$ cat config.mk
export PLATFORM = sky130hd
export DESIGN_NAME = tx_resp_arbiter
export DESIGN_NICKNAME = d
export VERILOG_FILES = /design/src/rtl/tx_resp_arbiter.sv
export SDC_FILE = /design/constraint.sdc
export NUM_CORES = 1
export LEC_CHECK = 0
export ABC_CLOCK_PERIOD_IN_PS = 2450
export CORE_MARGIN = 5
export CORE_UTILIZATION = 40
export DETAILED_ROUTE_END_ITERATION = 12
export GPL_TIMING_DRIVEN = 0
export PLACE_DENSITY_LB_ADDON = 0.25
export SETUP_SLACK_MARGIN = 0.02
export SYNTH_ARGS = -nofsm -noshare
export SYNTH_HDL_FRONTEND = slang
export SYNTH_SLANG_ARGS = --single-unit
export TNS_END_PERCENT = 50
$ cat constraint.sdc
create_clock -name CLK -period 2.45 [get_ports CLK]
set_clock_uncertainty 0.1 [all_clocks]
set_input_delay 0.245 -clock CLK [delete_from_list [all_inputs] [get_ports CLK]]
set_output_delay 0.245 -clock CLK [all_outputs]
set_load 0.01 [all_outputs]
$ cat src/rtl/tx_resp_arbiter.sv
`timescale 1ns/1ps
`default_nettype none
// +--------------------------------------------------------------------------+
// | Module  : tx_resp_arbiter                                                |
// | Desc    : Buffers ALU / RegFile / status responses, arbitrates them and  |
// |           serialises bytes into the Tx synchronizer handshake.           |
// |           Build option TX_ARB_FIXED_PRIO_EN: fixed STAT > RD > ALU.      |
// | Rev     : 1.0  initial release                                           |
// +--------------------------------------------------------------------------+
module tx_resp_arbiter #(
  parameter int width     = 8,
  parameter int TO_CYCLES = 255
) (
  input  logic                 CLK,
  input  logic                 Reset,
  input  logic [2*width-1:0]   ALU_out,
  input  logic                 ALU_valid,
  input  logic [width-1:0]     RD_out,
  input  logic                 RD_valid,
  input  logic [width-1:0]     Stat_code,
  input  logic                 Stat_valid,
  input  logic                 can_send,
  output logic [width-1:0]     Tx_Data,
  output logic                 Tx_valid,
  output logic [2:0]           Overflow,
  output logic                 Timeout,
  output logic                 Idle
);

  localparam logic [1:0] c_ALU     = 2'd0;
  localparam logic [1:0] c_RD      = 2'd1;
  localparam logic [1:0] c_STAT    = 2'd2;
  localparam logic [7:0] c_TO_LAST = 8'(TO_CYCLES - 1);

  typedef enum logic [1:0] {
    S_IDLE      = 2'd0,
    S_WAIT_ACK  = 2'd1,
    S_WAIT_DONE = 2'd2
  } state_t;

  state_t                r_state;
  logic [2*width-1:0]    r_alu_buf;
  logic [width-1:0]      r_rd_buf;
  logic [width-1:0]      r_stat_buf;
  logic [2:0]            r_pend;
  logic [1:0]            r_grant;
  logic                  r_hi_left;
  logic [7:0]            r_to_cnt;
  logic [width-1:0]      r_tx_data;
  logic                  r_tx_valid;
  logic [2:0]            r_ovf;
  logic                  r_timeout;
`ifndef TX_ARB_FIXED_PRIO_EN
  logic [1:0]            r_ptr;
  logic [1:0]            w_cand;
`endif

  logic [2:0]            w_strobe;
  logic [2:0]            w_release;
  logic [2:0]            w_free;
  logic [2:0]            w_load;
  logic                  w_done;
  logic                  w_to_hit;
  logic                  w_gnt_ok;
  logic [1:0]            w_gnt_idx;
  logic [width-1:0]      w_first_byte;

  assign w_strobe = {Stat_valid, RD_valid, ALU_valid};

  // A response is released either on normal completion or on handshake timeout.
  assign w_done    = (r_state == S_WAIT_DONE) && can_send && !r_hi_left;
  assign w_to_hit  = (r_state == S_WAIT_ACK) && can_send && (r_to_cnt == c_TO_LAST);
  assign w_release = (w_done || w_to_hit) ? (3'b001 << r_grant) : 3'b000;

  // A buffer being released this cycle may accept a new strobe without overflow.
  assign w_free = ~r_pend | w_release;
  assign w_load = w_strobe & w_free;

`ifndef TX_ARB_FIXED_PRIO_EN
  function automatic logic [1:0] next_src(input logic [1:0] s);
    return (s == c_STAT) ? c_ALU : s + 2'd1;
  endfunction
`endif

  always_comb begin
    w_gnt_ok  = 1'b0;
    w_gnt_idx = c_ALU;
`ifdef TX_ARB_FIXED_PRIO_EN
    if (r_pend[c_STAT]) begin
      w_gnt_ok  = 1'b1;
      w_gnt_idx = c_STAT;
    end else if (r_pend[c_RD]) begin
      w_gnt_ok  = 1'b1;
      w_gnt_idx = c_RD;
    end else if (r_pend[c_ALU]) begin
      w_gnt_ok  = 1'b1;
      w_gnt_idx = c_ALU;
    end
`else
    w_cand = next_src(r_ptr);
    for (int i = 0; i < 3; i++) begin
      if (!w_gnt_ok && r_pend[w_cand]) begin
        w_gnt_ok  = 1'b1;
        w_gnt_idx = w_cand;
      end
      w_cand = next_src(w_cand);
    end
`endif
  end

  always_comb begin
    case (w_gnt_idx)
      c_RD:    w_first_byte = r_rd_buf;
      c_STAT:  w_first_byte = r_stat_buf;
      default: w_first_byte = r_alu_buf[width-1:0];
    endcase
  end

  // Response buffers, pending bits and sticky overflow flags.
  always_ff @(posedge CLK or negedge Reset) begin
    if (!Reset) begin
      r_alu_buf  <= '0;
      r_rd_buf   <= '0;
      r_stat_buf <= '0;
      r_pend     <= 3'b000;
      r_ovf      <= 3'b000;
    end else begin
      if (w_load[0]) r_alu_buf  <= ALU_out;
      if (w_load[1]) r_rd_buf   <= RD_out;
      if (w_load[2]) r_stat_buf <= Stat_code;
      r_pend <= (r_pend & ~w_release) | w_strobe;
      r_ovf  <= r_ovf | (w_strobe & ~w_free);
    end
  end

  always_ff @(posedge CLK or negedge Reset) begin
    if (!Reset) begin
      r_state    <= S_IDLE;
      r_grant    <= c_ALU;
      r_hi_left  <= 1'b0;
      r_to_cnt   <= 8'd0;
      r_tx_data  <= '0;
      r_tx_valid <= 1'b0;
      r_timeout  <= 1'b0;
`ifndef TX_ARB_FIXED_PRIO_EN
      r_ptr      <= c_STAT;
`endif
    end else begin
      r_tx_valid <= 1'b0;
      case (r_state)
        S_IDLE: begin
          if (w_gnt_ok && can_send) begin
            r_grant    <= w_gnt_idx;
            r_tx_data  <= w_first_byte;
            r_tx_valid <= 1'b1;
            r_hi_left  <= (w_gnt_idx == c_ALU);
            r_to_cnt   <= 8'd0;
            r_state    <= S_WAIT_ACK;
`ifndef TX_ARB_FIXED_PRIO_EN
            r_ptr      <= w_gnt_idx;
`endif
          end
        end
        S_WAIT_ACK: begin
          if (!can_send) begin
            r_state <= S_WAIT_DONE;
          end else if (w_to_hit) begin
            r_timeout <= 1'b1;
            r_hi_left <= 1'b0;
            r_state   <= S_IDLE;
          end else begin
            r_to_cnt <= r_to_cnt + 8'd1;
          end
        end
        S_WAIT_DONE: begin
          if (can_send) begin
            if (r_hi_left) begin
              r_tx_data  <= r_alu_buf[2*width-1:width];
              r_tx_valid <= 1'b1;
              r_hi_left  <= 1'b0;
              r_to_cnt   <= 8'd0;
              r_state    <= S_WAIT_ACK;
            end else begin
              r_state <= S_IDLE;
            end
          end
        end
        default: r_state <= S_IDLE;
      endcase
    end
  end

  assign Tx_Data  = r_tx_data;
  assign Tx_valid = r_tx_valid;
  assign Overflow = r_ovf;
  assign Timeout  = r_timeout;
  assign Idle     = (r_state == S_IDLE) && (r_pend == 3'b000);

endmodule
`default_nettype wire

Word-level counts from Yosys, hierarchy flattened. Index checks and enable logic that the tools add are counted.

Memory bits (read-only): 0. Bits in writable memories: 0. Memories kept: 0. Bits in latches: 0. Flip-flop bits (word level): 63. Bits of input ports: 38. Output and inout port bits: 14.

Bitwise gates (word level): 9. Equal/unequal tests: 15. Order comparisons: 3. Shifts and indexed selects: 1. $add $sub $neg: 4. Multipliers: 0. Divide/modulo/power cells: 0. Reduce and logical (&&, ||, !) cells: 23. Mux-type cells: 42.

Operators by type and width (number): 2-to-1 mux 8 bit (8); one-hot mux 8 bit (2 select lines) (2); one-hot mux 8 bit (3 select lines) (1); 2-to-1 mux 2 bit (10); 2-to-1 mux 1 bit (14); != test 2 bit (second input constant) (6); equality test 2 bit (second input constant) (5); bitwise AND 3 bit (3); less-than comparator 2 x 3 -> 1 bit (second input constant) (3); NOT 3 bit (3); bitwise OR 3 bit (3); adder 8 x 1 -> 8 bit (second input constant) (1); equality test 8 bit (second input constant) (1); logical AND 1 bit (8); adder 2 x 1 -> 2 bit (second input constant) (3); binary-select mux 1 bit (select 2 bit) (3); one-hot mux 2 bit (3 select lines) (1); AND reduction 3 bit (2); AND reduction 6 bit (1); AND reduction 5 bit (1); equality test 2 x 1 -> 1 bit (second input constant) (2); zero test 2 bit (2); AND reduction 4 bit (1); zero test 1 bit (3); 10 further kinds (10).

Longest topological paths before layout.
Depth in word-level cells: 15. Depth in mapped cells: 10. Mapped depth without buffers: 9.

Least setup slack after synthesis. Ideal clock, no wire load.

Kind: reg-to-reg. From: register r_state[0]. To: register r_to_cnt[1]. Path buffers: 1. Stages on the path, launching flop included: 8. Path slack: 204 ps. Arrival time: 2020 ps. Data required time: 2225 ps. Period minus slack after synthesis: 2246 ps. Cells stage by stage: dfrtp_1 > inv_1 > ha_1 > nor4b_1 > o21bai_2 > or3_1 > buf_6 > mux2_4.

Longest elaborated chain between the ends: 5. Elaborated cells between the ends (all ways): 13. Those cells by class: 7 x eq/ne; 1 x mux; 5 x reduce/logical.

Ends and longest elaborated chain: from (decl) (RTL line 41) `state_t r_state;`; from (signal assigned) (RTL line 138) `r_state <= S_IDLE;`; from (signal assigned) (RTL line 158) `r_state <= S_WAIT_ACK;`; from (signal assigned) (RTL line 166) `r_state <= S_WAIT_DONE;`; equality test 2 x 1 -> 1 bit (RTL line 72, 150); logical AND 1 bit (2 in series) (RTL line 72) `assign w_to_hit = (r_state == S_WAIT_ACK) && can_send && (r_to_cnt == c_TO_LAST);`; != test 2 bit (no line); AND reduction 6 bit (no line); to (signal assigned) (RTL line 172) `r_to_cnt <= r_to_cnt + 8'd1;`; to (decl) (RTL line 48) `logic [7:0] r_to_cnt;`.

Several ways; a longest one is shown, not always the timed one. A chain may end at the register's enable or synchronous reset.

Worst setup path after layout.
From: register r_state[1]. To: register r_to_cnt[1].

Same word-level chain as after synthesis.

==> results_dict.tcl <==
set metrics [dict create \
    clockBufferDepth 2 \
    clk_latency_ns 0.34 \
    leakagePower_nw 1.804 \
    r2r_slack_ns 0.15 \
    status "complete, no violations" \
    gp_congestion 0.7954 \
    initial_core_util 0.4069 \
    tightest_slew_ns 1.126 \
    p_switching_mw 1.607 \
    min-delay-start "Overflow[0]" \
    first_global_vias 2250 \
    synth_largest_area_cell "dfrtp_1" \
    drc_errors 0 \
    io_pins 52 \
    overflow 0 \
    ir_drop_uv 525.0 \
    worstPathRequired_ns 2.58 \
    vias 2207 \
    final_area_um2 4004 \
    drive_gt1_frac 0.2333 \
    postPlaceCellArea_um2 3764 \
    worstReg2RegStart "r_state[1]" \
    nFillCells 715 \
    rsz0062_at_grt "true" \
    hold_viol 0 \
    min_period_over_period 0.9391 \
    cp_slowest_stage_delay_ns 0.41 \
    critPathKind "reg -> reg" \
    synthTopCellsByCount "dfrtp_1 (61), mux2_2 (23), nor2_1 (19)" \
    fin_util 0.5208 \
    setup_viol 0 \
    yosysWarningCount 0 \
    die_w_um 98.43 \
    syn_inst 265 \
    port-buffer-count 51 \
    sequentialPowerShare 0.369 \
    comb_power_share 0.440 \
    via_per_inst 5.109 \
    diodes 0 \
    crit_path_cell_trace "inv_1 -> ha_1 -> nor2b_1 -> a211o_1 -> or3_1 -> buf_6 -> mux2_4" \
    path_clk_slew_ns 0.07 \
    p_per_area_nw_per_um2 1134 \
    dp_hpwl_um 4623 \
    synth_area_um2 3128 \
    min_path_type "reg -> reg" \
    place_inst 418 \
    cap_violations 0 \
    syn_area_per_cell_um2 11.80 \
    rows 32 \
    yosys-top-cells-area "dfrtp_1 (49%), mux2_2 (8.3%), mux2_4 (5.3%)" \
    synth_most_common_cell "dfrtp_1" \
    antenna_found_initial 0 \
    cts_buffers 9 \
    cp-start-kind "flop" \
    endpoint_kind "flop" \
    dieArea_um2 9688 \
    synth_cell_types 47 \
    wl_per_cell_um 14.94 \
    final_cells 432 \
    synth_top_area_share 0.4880 \
    area_growth_pct 28.00 \
    grt_usage 0.1453 \
    grt_pass1_wl_um 11210 \
    grt_max_degree 63 \
    power_frac_clock 0.191 \
    crit_start "r_state[1]" \
    die_h_um 98.43 \
    synth_enable_flop_cells 0 \
    cts_tree "done" \
    ys_ff_latch 62 \
    max_slew_margin 0.2398 \
    ys.flop_type "dfrtp_1" \
    coreArea_um2 7687 \
    finalCriticalPeriod_ns 2.301 \
    clock-sinks 62 \
    htree_levels 3 \
    drtIter0Drc 144 \
    final_nets 372 \
    switching_share 0.3539 \
    crit_arrival_ns 2.43 \
    antenna_left 0 \
    cp_top_family "simple AND/OR/NAND/NOR gates" \
    first_pass_iters 4 \
    internal-power_mw 2.934 \
    ys_seq_area_frac 0.4964 \
    path_buf_inv 2 \
    syn-num-nets 312 \
    synthArstFlopShare 1.000 \
    crit_slowest_cell "dfrtp_1" \
    critPathMaxFanout 8 \
    root_buffer "clkbuf_8" \
    max_freq_mhz 434.6 \
    post_cts_buffers 0 \
    slew_violations 0 \
    drt_wl_total_um 6453 \
]
-- power groups by stage --
stage / logic, mW / clock network, mW / registers (mW)
floorplan: 1.36 / 0 / 1.67
global placement: 1.89 / 0 / 1.68
detailed placement: 1.93 / 0 / 1.69
CTS: 1.94 / 0.899 / 1.67
global route: 2.25 / 0.945 / 1.73
finish: 2.00 / 0.868 / 1.67
-- layout by cell type (no fill, tap or decap), types with 7 or more instances in the layout --
| cell | synthesis | routed |
|---|---|---|
| dfrtp_1 | 61 | 61 |
| clkdlybuf4s50_1 | 0 | 50 |
| mux2_2 | 23 | 23 |
| nor2_1 | 19 | 19 |
| inv_1 | 18 | 18 |
| nand2_1 | 11 | 11 |
| mux2i_1 | 11 | 11 |
| mux2_4 | 11 | 11 |
| a21oi_1 | 10 | 10 |
| clkbuf_8 | 0 | 9 |
| a22oi_1 | 8 | 8 |
| a211oi_1 | 8 | 7 |
-- worst reg2reg max path, cell delays in order, from the launching register on --
cell and delay (ns):
dfrtp_1 0.41, inv_1 0.08, ha_1 0.28, nor2b_1 0.18, a211o_1 0.35, or3_1 0.36, buf_6 0.15, mux2_4 0.29
-- routing by layer --
layer / wire length, µm / share of wire / global-route usage
met4: 135 / 0.021 / 0.05987
met1: 3130 / 0.49 / 0.2050
met3: 263 / 0.041 / 0.03468
met2: 2924 / 0.45 / 0.2153
met5: 0 / 0 / 0
-- cells by family (layout without fill, tap and decap cells) --
kind of cell               after synthesis  count (layout)  synth area share
buffers and inverters                   28              93           0.03960
AOI/OAI and AO/OA                       60              60            0.1432
muxes                                   45              45            0.1708
adders and majority gates                9               9           0.03600
DFF                                     62              62            0.4964
and+or+nand+nor                         61              61            0.1140
-- sequential cells by signal (all words and copies together), names as in the netlist --
name and count:
r_ptr 1, r_alu_buf 16, r_grant 2, r_rd_buf 8, r_to_cnt 8, r_state 2, r_pend 3, Timeout 1
Tx_valid 1, r_stat_buf 8, r_hi_left 1, Overflow 3, Tx_Data 8
-- final cells by class --
class,instances,area [µm²],area share
plain buffers,7,48.80,0.01219
clock buffers,10,127.6,0.03187
clock inverters,6,62.56,0.01563
inverters,18,67.56,0.01688
multi-input cells,175,1499,0.3744
flip-flops and latches,62,1553,0.3878
well taps,102,127.6,0.03187
repair buffers,52,518.0,0.1294
-- per-stage QoR --
| stage | hold slack, ns | setup WS (ns) | TNS, ns | total power [mW] |
|---|---|---|---|---|
| detailed placement | 0.2826 | -0.1302 | -0.7031 | 3.614 |
| finish | 0.3605 | 0.1493 | 0 | 4.541 |
| global route | 0.3878 | -0.01667 | -0.01667 | 4.921 |
| floorplan | -0.1506 | 0.2044 | 0 | 3.022 |
| CTS | 0.3640 | 0.03611 | 0 | 4.511 |
| global placement | 0.3430 | -1.064 | -65.24 | 3.566 |
-- path summary, 6_finish.rpt --
check | to | cells after the start
worst max-delay path | r_to_cnt[1] | 7
worst min-delay path | Overflow[0] | 1
worst max register to register | r_to_cnt[1] | 7
worst min register to register | Overflow[0] | 1
max in group asynchronous | r_state[1] | 2
min in group asynchronous | Timeout | 2
-- what timing repair did --
action | CTS | global route
hold endpoints to repair | 61 | 0
gates resized for setup | 3 | 10
endpoints found under the setup margin | 9 | 19
hold buffers | 1 | 0
(Power assumes the default switching activity.)
==> RTL edit, RTL diff (config.mk and constraints unchanged) <==
Set the parameter `width` to 10 (it was 8).
--- a/src/rtl/tx_resp_arbiter.sv
+++ b/src/rtl/tx_resp_arbiter.sv
@@ -8,7 +8,7 @@
 // | Rev     : 1.0  initial release                                           |
 // +--------------------------------------------------------------------------+
 module tx_resp_arbiter #(
-  parameter int width     = 8,
+  parameter int width     = 10,
   parameter int TO_CYCLES = 255
 ) (
   input  logic                 CLK,
Ports: changed (resized ALU_out, RD_out, Stat_code and Tx_Data); port bits go from 52 to 62. The function was not compared with the original's and may differ.
==> RTL edit against the unedited design <==
Global-route usage is 0.90 points higher. Sequential power up 16%. Largest cell class unchanged. Clock power is 21% higher. Worst setup slack lost 0.045 ns. Synthesized cell count is 10% higher. Combinational power increased by 11%. Sequential cell count increased by 10. Cell area grew 11%. Routed wire length grew 16%. Total power up 15%. Count of clock-buffer cells in the layout unchanged. First-iteration DRC count shrank 48%. Area after synthesis grew 9.2%.
==> RTL edit: results (changes against the unedited design) <==
[status]
run_status=completed  ; unchanged

[power_and_ir_drop]
p_leak_nw=1.92  ; was 1.80 nW
worst_ir_drop_vdd_mv=0.437  ; was 0.525 mV

[worst_setup_path]
data_arrival_critical_path_ns=2.48  ; was 2.43 ns
timing.rr.end=r_stat_buf[3]$_DFFE_PN0P_  ; was r_to_cnt[1]$_DFFE_PN0P_
cp-endpoint=r_stat_buf[3]$_DFFE_PN0P_  ; was r_to_cnt[1]$_DFFE_PN0P_
setup.reg_to_reg.worst_slack_ns=0.10  ; was 0.15 ns
timing.critical_path.fanout_max=10  ; was 8

[global_route]
grt_first_pass_wirelength_um=12400  ; was 11200 um
global_route.usage.met2_pct=23.0  ; was 21.5%
grt.total_usage_pct=15.4  ; was 14.5%
first_global_vias=2515  ; was 2250
globalRouteMet3Util_pct=3.41  ; was 3.47%
antenna_found_initial=0  ; unchanged
globalRouteMet1Util_pct=21.7  ; was 20.5%

[logic_synthesis]
yosysUniqueCellTypes=41  ; was 47
ys_seq_area_share_pct=52.8  ; was 49.6%
synth_area_leaders=sky130_fd_sc_hd__dfrtp_1, sky130_fd_sc_hd__mux2_2, sky130_fd_sc_hd__mux2_4  ; unchanged
average_size_of_a_mapped_cell_um2=11.7  ; was 11.8 um^2
synth_fp_nets=347  ; was 312

[detailed_routing]
met2_wirelength_um=3420  ; was 2920 um
routed_via_density=5.16  ; was 5.11
1st_iter_drt_viols=75  ; was 144
wirelength_um=7470  ; was 6450 um
detail_route.wirelength.met1_um=3610  ; was 3130 um
met3WireLength_um=319  ; was 263 um

[placed_design]
place.detailed.instances=458  ; was 418
dp.final_hpwl_um=5420  ; was 4620 um
gp_congestion=0.751  ; was 0.795
place_worst_setup_slack_ns=-0.0710  ; was -0.130 ns
io_buffers=61  ; was 51

[sta]
final.hold.worst_slack_ns=0.374  ; was 0.360 ns
post-route-worst-setup-slack_ns=0.105  ; was 0.149 ns
worst_rel_slew_slack_pct=29.7  ; was 24.0%

[final_layout]
largest_reg_flops=20  ; was 16
final-instance-count-excl-fill=475  ; was 432
share_of_final_layout_standard_cells_stronger_than_drive_strength_1_pct=24.3  ; was 23.3%
largest_register=r_alu_buf  ; unchanged
layout.nets=420  ; was 372

[cts]
clock_path_buffers=2  ; unchanged

==> RTL edit: cells by family (layout without fill, tap and decap cells) <==
| family | count (synthesis) | after routing | synth area share, % |
|---|---|---|---|
| multiplexers | 45 | 45 | 15.9 |
| adder cells (fa/ha/maj) | 9 | 9 | 3.30 |
| buffers and inverters | 25 | 103 | 3.11 |
| AND/OR/NAND/NOR | 66 | 66 | 10.5 |
| AO/OA/AOI/OAI | 75 | 75 | 14.4 |
| flip-flops | 72 | 72 | 52.8 |
==> RTL edit: repair_timing <==
item | in CTS | in global routing
endpoints found under the hold margin | 71 | 0
buffers inserted | 0 | 2
pin swaps | 0 | 0
endpoints found under the setup margin | 25 | 52
resized for setup | 9 | 10
hold buffers | 1 | 0
==> RTL edit: report_power, final <==
group          internal, mW  switching [mW]  total [mW]
Combinational          1.11            1.11        2.22
Clock                 0.579           0.467        1.05
Sequential             1.67           0.273        1.94
Total                  3.36            1.85        5.21
==> RTL edit: cell type report <==
| cell class | count | area [um^2] |
|---|---|---|
| fill | 745 | 3820 |
| sequential | 72 | 1800 |
| multi-input combinational | 195 | 1550 |
| timing repair buffer | 64 | 632 |
| tap | 105 | 131 |
| clock buffer | 10 | 128 |
| clock inverter | 6 | 92.6 |
| buffer | 14 | 73.8 |
| inverter | 9 | 33.8 |
==> RTL edit: per-stage QoR <==
stage          area (um^2)  power [mW]  utilization (%)
4_1_cts               4400        5.14             53.3
6_report              4440        5.21             53.8
3_5_place_dp          4150        4.07             50.3
2_1_floorplan         3410        3.36                -
3_3_place_gp          4160        4.00             50.3
5_1_grt               4440        5.60             53.8
